<file path="src/rtl/freq_monitor.sv">
// freq_monitor
//   Measures the rising-to-rising period of a slow asynchronous clock (clk_in)
//   in clk_50MHz cycles, declares lock after LOCK_COUNT consecutive in-range
//   periods, and flags a fault on an out-of-range period or a missing clock.
//
// Ports
//   clk_50MHz     in   sole clock, rising edge
//   rst_n         in   asynchronous active-low reset
//   clk_in        in   monitored clock (asynchronous)
//   enable        in   0 forces IDLE and clears status outputs
//   period[7:0]   out  last measured period (holds between updates)
//   period_valid  out  one-cycle pulse when period updates
//   locked        out  high while in LOCKED
//   fault         out  high while in FAULT
//   missing       out  fault cause is a timeout (only with fault)
module freq_monitor #(
    parameter int NOMINAL_PERIOD = 50,
    parameter int TOLERANCE      = 2,
    parameter int LOCK_COUNT     = 4,
    parameter int TIMEOUT        = 255
) (
    input  logic       clk_50MHz,
    input  logic       rst_n,
    input  logic       clk_in,
    input  logic       enable,
    output logic [7:0] period,
    output logic       period_valid,
    output logic       locked,
    output logic       fault,
    output logic       missing
);

    localparam int         LO_LIM = NOMINAL_PERIOD - TOLERANCE;
    localparam int         HI_LIM = NOMINAL_PERIOD + TOLERANCE;
    localparam logic [7:0] TO_CNT = 8'(TIMEOUT);
    localparam logic [7:0] LOCK_N = 8'(LOCK_COUNT);

    typedef enum logic [2:0] {
        S_IDLE,
        S_ARM,
        S_MEASURE,
        S_LOCKED,
        S_FAULT
    } state_e;

    state_e     state_q, state_d;
    logic [2:0] sync_q;          // [0],[1] synchronizer, [2] history
    logic [7:0] cnt_q, cnt_d;
    logic [7:0] good_q, good_d;
    logic [7:0] period_q, period_d;
    logic       pv_q, pv_d;
    logic       missing_q, missing_d;
    logic       locked_q, fault_q;

    logic       edge_det;
    logic       timeout;
    logic       in_range;
    logic [7:0] meas;
    logic [7:0] cnt_inc;
    int         meas_i;

    assign edge_det = sync_q[1] & ~sync_q[2];
    assign cnt_inc  = (cnt_q == 8'hFF) ? 8'hFF : cnt_q + 8'd1;
    // Measured period is the count plus the detection cycle itself.
    assign meas     = cnt_inc;
    assign meas_i   = int'(meas);
    assign in_range = (meas_i >= LO_LIM) && (meas_i <= HI_LIM);
    assign timeout  = (cnt_q >= TO_CNT);

    always_comb begin
        state_d   = state_q;
        cnt_d     = cnt_inc;
        good_d    = good_q;
        period_d  = period_q;
        pv_d      = 1'b0;
        missing_d = missing_q;
        if (!enable) begin
            state_d   = S_IDLE;
            cnt_d     = 8'd0;
            missing_d = 1'b0;
        end else begin
            case (state_q)
                S_IDLE: begin
                    state_d   = S_ARM;
                    cnt_d     = 8'd0;
                    missing_d = 1'b0;
                end
                S_ARM: begin
                    // First edge only establishes the reference point.
                    if (edge_det) begin
                        state_d = S_MEASURE;
                        good_d  = 8'd0;
                        cnt_d   = 8'd0;
                    end else if (timeout) begin
                        state_d   = S_FAULT;
                        missing_d = 1'b1;
                    end
                end
                default: begin
                    // Edge beats a coincident timeout.
                    if (edge_det) begin
                        cnt_d    = 8'd0;
                        period_d = meas;
                        pv_d     = 1'b1;
                        case (state_q)
                            S_MEASURE: begin
                                if (in_range) begin
                                    good_d = good_q + 8'd1;
                                    if (good_q + 8'd1 >= LOCK_N)
                                        state_d = S_LOCKED;
                                end else begin
                                    good_d = 8'd0;
                                end
                            end
                            S_LOCKED: begin
                                if (!in_range) begin
                                    state_d   = S_FAULT;
                                    missing_d = 1'b0;
                                end
                            end
                            default: begin
                                // Recovery edge: reported but not counted.
                                state_d   = S_MEASURE;
                                good_d    = 8'd0;
                                missing_d = 1'b0;
                            end
                        endcase
                    end else if (timeout && state_q != S_FAULT) begin
                        state_d   = S_FAULT;
                        missing_d = 1'b1;
                    end
                end
            endcase
        end
    end

    always_ff @(posedge clk_50MHz or negedge rst_n) begin
        if (!rst_n) begin
            state_q   <= S_IDLE;
            sync_q    <= 3'b000;
            cnt_q     <= 8'd0;
            good_q    <= 8'd0;
            period_q  <= 8'd0;
            pv_q      <= 1'b0;
            missing_q <= 1'b0;
            locked_q  <= 1'b0;
            fault_q   <= 1'b0;
        end else begin
            state_q   <= state_d;
            sync_q    <= {sync_q[1:0], clk_in};
            cnt_q     <= cnt_d;
            good_q    <= good_d;
            period_q  <= period_d;
            pv_q      <= pv_d;
            missing_q <= missing_d & (state_d == S_FAULT);
            locked_q  <= (state_d == S_LOCKED);
            fault_q   <= (state_d == S_FAULT);
        end
    end

    assign period       = period_q;
    assign period_valid = pv_q;
    assign locked       = locked_q;
    assign fault        = fault_q;
    assign missing      = missing_q;

endmodule
</file>
<file path="config.mk">
export PLATFORM = sky130hd
export DESIGN_NAME = freq_monitor
export DESIGN_NICKNAME = d
export VERILOG_FILES = /design/src/rtl/freq_monitor.sv
export SDC_FILE = /design/constraint.sdc
export NUM_CORES = 1
export LEC_CHECK = 0
export CORE_MARGIN = 4
export CORE_UTILIZATION = 35
export DETAILED_ROUTE_END_ITERATION = 10
export SETUP_SLACK_MARGIN = 0.15
export SYNTH_ARGS = -nofsm -noshare
export SYNTH_HDL_FRONTEND = slang
export SYNTH_SLANG_ARGS = --single-unit
</file>
<file path="constraint.sdc">
create_clock -name clk_50MHz -period 2.73 [get_ports clk_50MHz]
set_clock_uncertainty 0.2 [all_clocks]
set_input_delay 0.546 -clock clk_50MHz [delete_from_list [all_inputs] [get_ports clk_50MHz]]
set_output_delay 0.546 -clock clk_50MHz [all_outputs]
set_load 0.01 [all_outputs]
</file>
==> impl_metrics.csv <==
group,metric,value,unit
power_and_ir_drop,clock_power_share,37.6,%
hold_path,holdPathStages,0,
synth,synth_area_leader_cell,"dfrtp_1",
synth,synth_area_leaders,"dfrtp_1 46%, nor2_1 4.5%, o21ai_0 4.4%",
setup_path,max_stage_delay,0.45,ns
grt,grt.overflow.total,0,
setup_path,crit_path_start_kind,"register",
floorplanning,die_area,6470,um2
route,finalWirelength,3520,um
cts,clockRootBuffer,"clkbuf_8",
final_layout,finalInstanceArea,2140,um2
route,vias,1387,
timing,timing.fmax,0.416,GHz
setup_path,regToRegStartpoint,"cnt_q[0]",
cts,clk_path_buf_depth,2,
setup_path,crit_path_frequent_cell,"nand3_1",
setup_path,reg2reg_depth,8,
final_layout,final_common_cell,"dfrtp_1",
timing,final.period_utilization,88.0,%
floorplanning,core_area,5110,um2
timing,period_needed,2.40,ns
power_and_ir_drop,power_density,486,nW/um2
synth,ys_types,50,
placement,hpwlAfterDp,2530,um
grt,grtUsageTotal,12.2,%
cts,cts_sinks,34,
timing,setup_tns,0,ns
cts,cts-buffers-inserted,5,
cts,postCtsSetupBuffers,0,
setup_path,cp_cell_sequence,"ha_1 -> nand2b_1 -> nor3b_1 -> o32ai_4 -> nor4_2 -> buf_4 -> nand3_1 -> nand3_1",
cts,clkTransAtPathRegs,0.07,ns
cts,cts_tree,"done",
power_and_ir_drop,power_frac_seq,52.3,%
power_and_ir_drop,p_leak,0.952,nW
setup_path,arrival,2.43,ns
route,ant_nets,0,
setup_path,critPathCaptureType,"register",
route,route.detailed.drc,0,
placement,placed_area,2040,um2
power_and_ir_drop,combPwrFrac,10.1,%
hold_path,min_path_type,"reg -> reg",
grt,grt_pass1_vias,1297,
setup_path,crit_fanout,11,
floorplanning,num_rows,26,
route,vias_per_cell,5.08,
power_and_ir_drop,netSwitchingFraction,25.3,%
timing,hold_viol,0,
cts,ctsHoldBuffers,0,
grt,grt_max_degree,35,
hold_path,whs_endpoint,"sync_q[1]",
power_and_ir_drop,power,1.04,mW
placement,port_buffers,15,
synth,yosysSeqAreaShare,46.3,%
final_layout,layout_common_cells,"34 x dfrtp_1, 22 x nor2_1, 20 x nand2_1",
placement,globalplace.congestion,0.851,
placement,pre_cts_ws,0.347,ns
status,outcome,"finished clean",
synth,synth-seq-cells,34,
cts,cts.repair.resized,0,
synth,syn_inst,186,
route,drtIter0Drc,64,
grt,grt_pass1_wl,5990,um
timing,whs,0.152,ns
synth,syn_nets,193,
setup_path,worstPathRequired,2.76,ns
setup_path,cp_slowest_cell,"dfrtp_1",
timing,fin_ws,0.328,ns
cts,clk_latency,0.29,ns
synth,yosysTopAreaCellShare,46.3,%
floorplanning,io_pins,16,
timing,worst_pin_slew,0.712,ns
setup_path,rrSetupSlack,0.33,ns
route,wire_per_inst,12.9,um
final_layout,drive_above_1_share,12.8,%
synth,syn_area,1840,um2
timing,setup_viol,0,
job,cap_violations,0,
synth,async_flop_share,100,%
hold_path,min_from,"sync_q[0]",
floorplanning,die_x,80.4,um
power_and_ir_drop,peakVddDrop,0.000350,V
final_layout,area_growth,16.4,%
floorplanning,die_y,80.4,um
timing,max_slew_margin,52.3,%
route,dr.pass1.iters,4,
synth,synth_edf_count,0,
setup_path,r2r_end,"good_q[3]",
grt,antenna_found_initial,0,
power_and_ir_drop,switching_power,0.263,mW
cts,htreeDepth,2,
floorplanning,start_util,36.0,%
synth,yosysWarnings,0,
timing,slew_violations,0,
synth,syn_area_per_cell,9.88,um2
synth,ys.flop_type,"dfrtp_1",
timing,rsz0062_at_grt,"false",
final_layout,nets,209,
final_layout,n_antenna_cell,0,
setup_path,crit_type,"reg -> reg",
power_and_ir_drop,p_int,0.776,mW
[worst max-delay path by stage]
stage	depth (start not counted)	start	slack, ns	end
finish	8	cnt_q[0]	0.33	good_q[3]
global route	6	cnt_q[0]	0.15	missing
global placement	8	cnt_q[0]	0.41	good_q[4]
floorplan	8	cnt_q[0]	0.49	good_q[2]
detailed placement	7	cnt_q[0]	0.35	missing
CTS	7	cnt_q[0]	0.32	missing
[stage by stage]
step           std cells  util, %
2_1_floorplan        186        -
3_3_place_gp         265     40.0
3_5_place_dp         265     40.0
4_1_cts              273     41.9
5_1_grt              273     41.9
6_report             273     41.9
[layout make-up]
| cell class | instances | area [um2] |
|---|---|---|
| Sequential cell | 34 | 851 |
| Timing Repair Buffer | 18 | 173 |
| Fill cell | 525 | 2970 |
| Inverter | 2 | 7.51 |
| Tap cell | 70 | 87.6 |
| Clock inverter | 2 | 12.5 |
| Clock buffer | 6 | 82.6 |
| Multi-Input combinational cell | 141 | 925 |
[cells by family after synthesis]
family	after synthesis	synth area share, %
compound gates	39	17.3
xor+xnor	10	4.77
fa+ha+maj	3	2.04
buf+inv	11	3.34
flops	34	46.3
mux	1	0.613
simple gates	88	25.6
[sequential cells by signal, indices dropped and copies added, names as in the netlist, 3 cells and up]
name,flops
cnt_q,8
good_q,8
period,8
state_q,3
sync_q,3
[critical path, delay by kind of cell (launching register included)]
kind	cells	cell delay, ns
buffers and inverters	1	0.22
AND/OR/NAND/NOR	5	0.98
flip-flops	1	0.45
AO/OA/AOI/OAI	1	0.18
adder cells (fa/ha/maj)	1	0.33
[synth_stat cells (all sizes together), types with 2 or more instances]
cell,instances
dfrtp,34
nor2,23
nand2,20
o21ai,17
nand3,14
xor2,8
buf,7
a21oi,4
and3,4
nor2b,4
a22o,3
and4,3
ha,3
nand2b,3
nand4,3
or3,3
a31oi,2
clkbuf,2
inv,2
nand3b,2
nor3,2
nor3b,2
or2,2
xnor2,2
[layer usage]
metal  global-route usage (%)  vias up  part of all wire [%]
met2                     19.4       19                    48
met4                     6.08        0                   1.6
met5                        0        -                     0
met1                     14.9      670                    48
met3                     3.59        6                   2.6
li1                         -      692                     -
[power groups by stage]
stage               Clock [mW]  Sequential, mW  Combinational, mW
finish                   0.391           0.543              0.105
global route             0.427           0.546              0.118
CTS                      0.409           0.544              0.109
detailed placement           0           0.553              0.108
global placement             0           0.553              0.108
floorplan                    0           0.550             0.0595
Power figures use the tool's default switching activity.
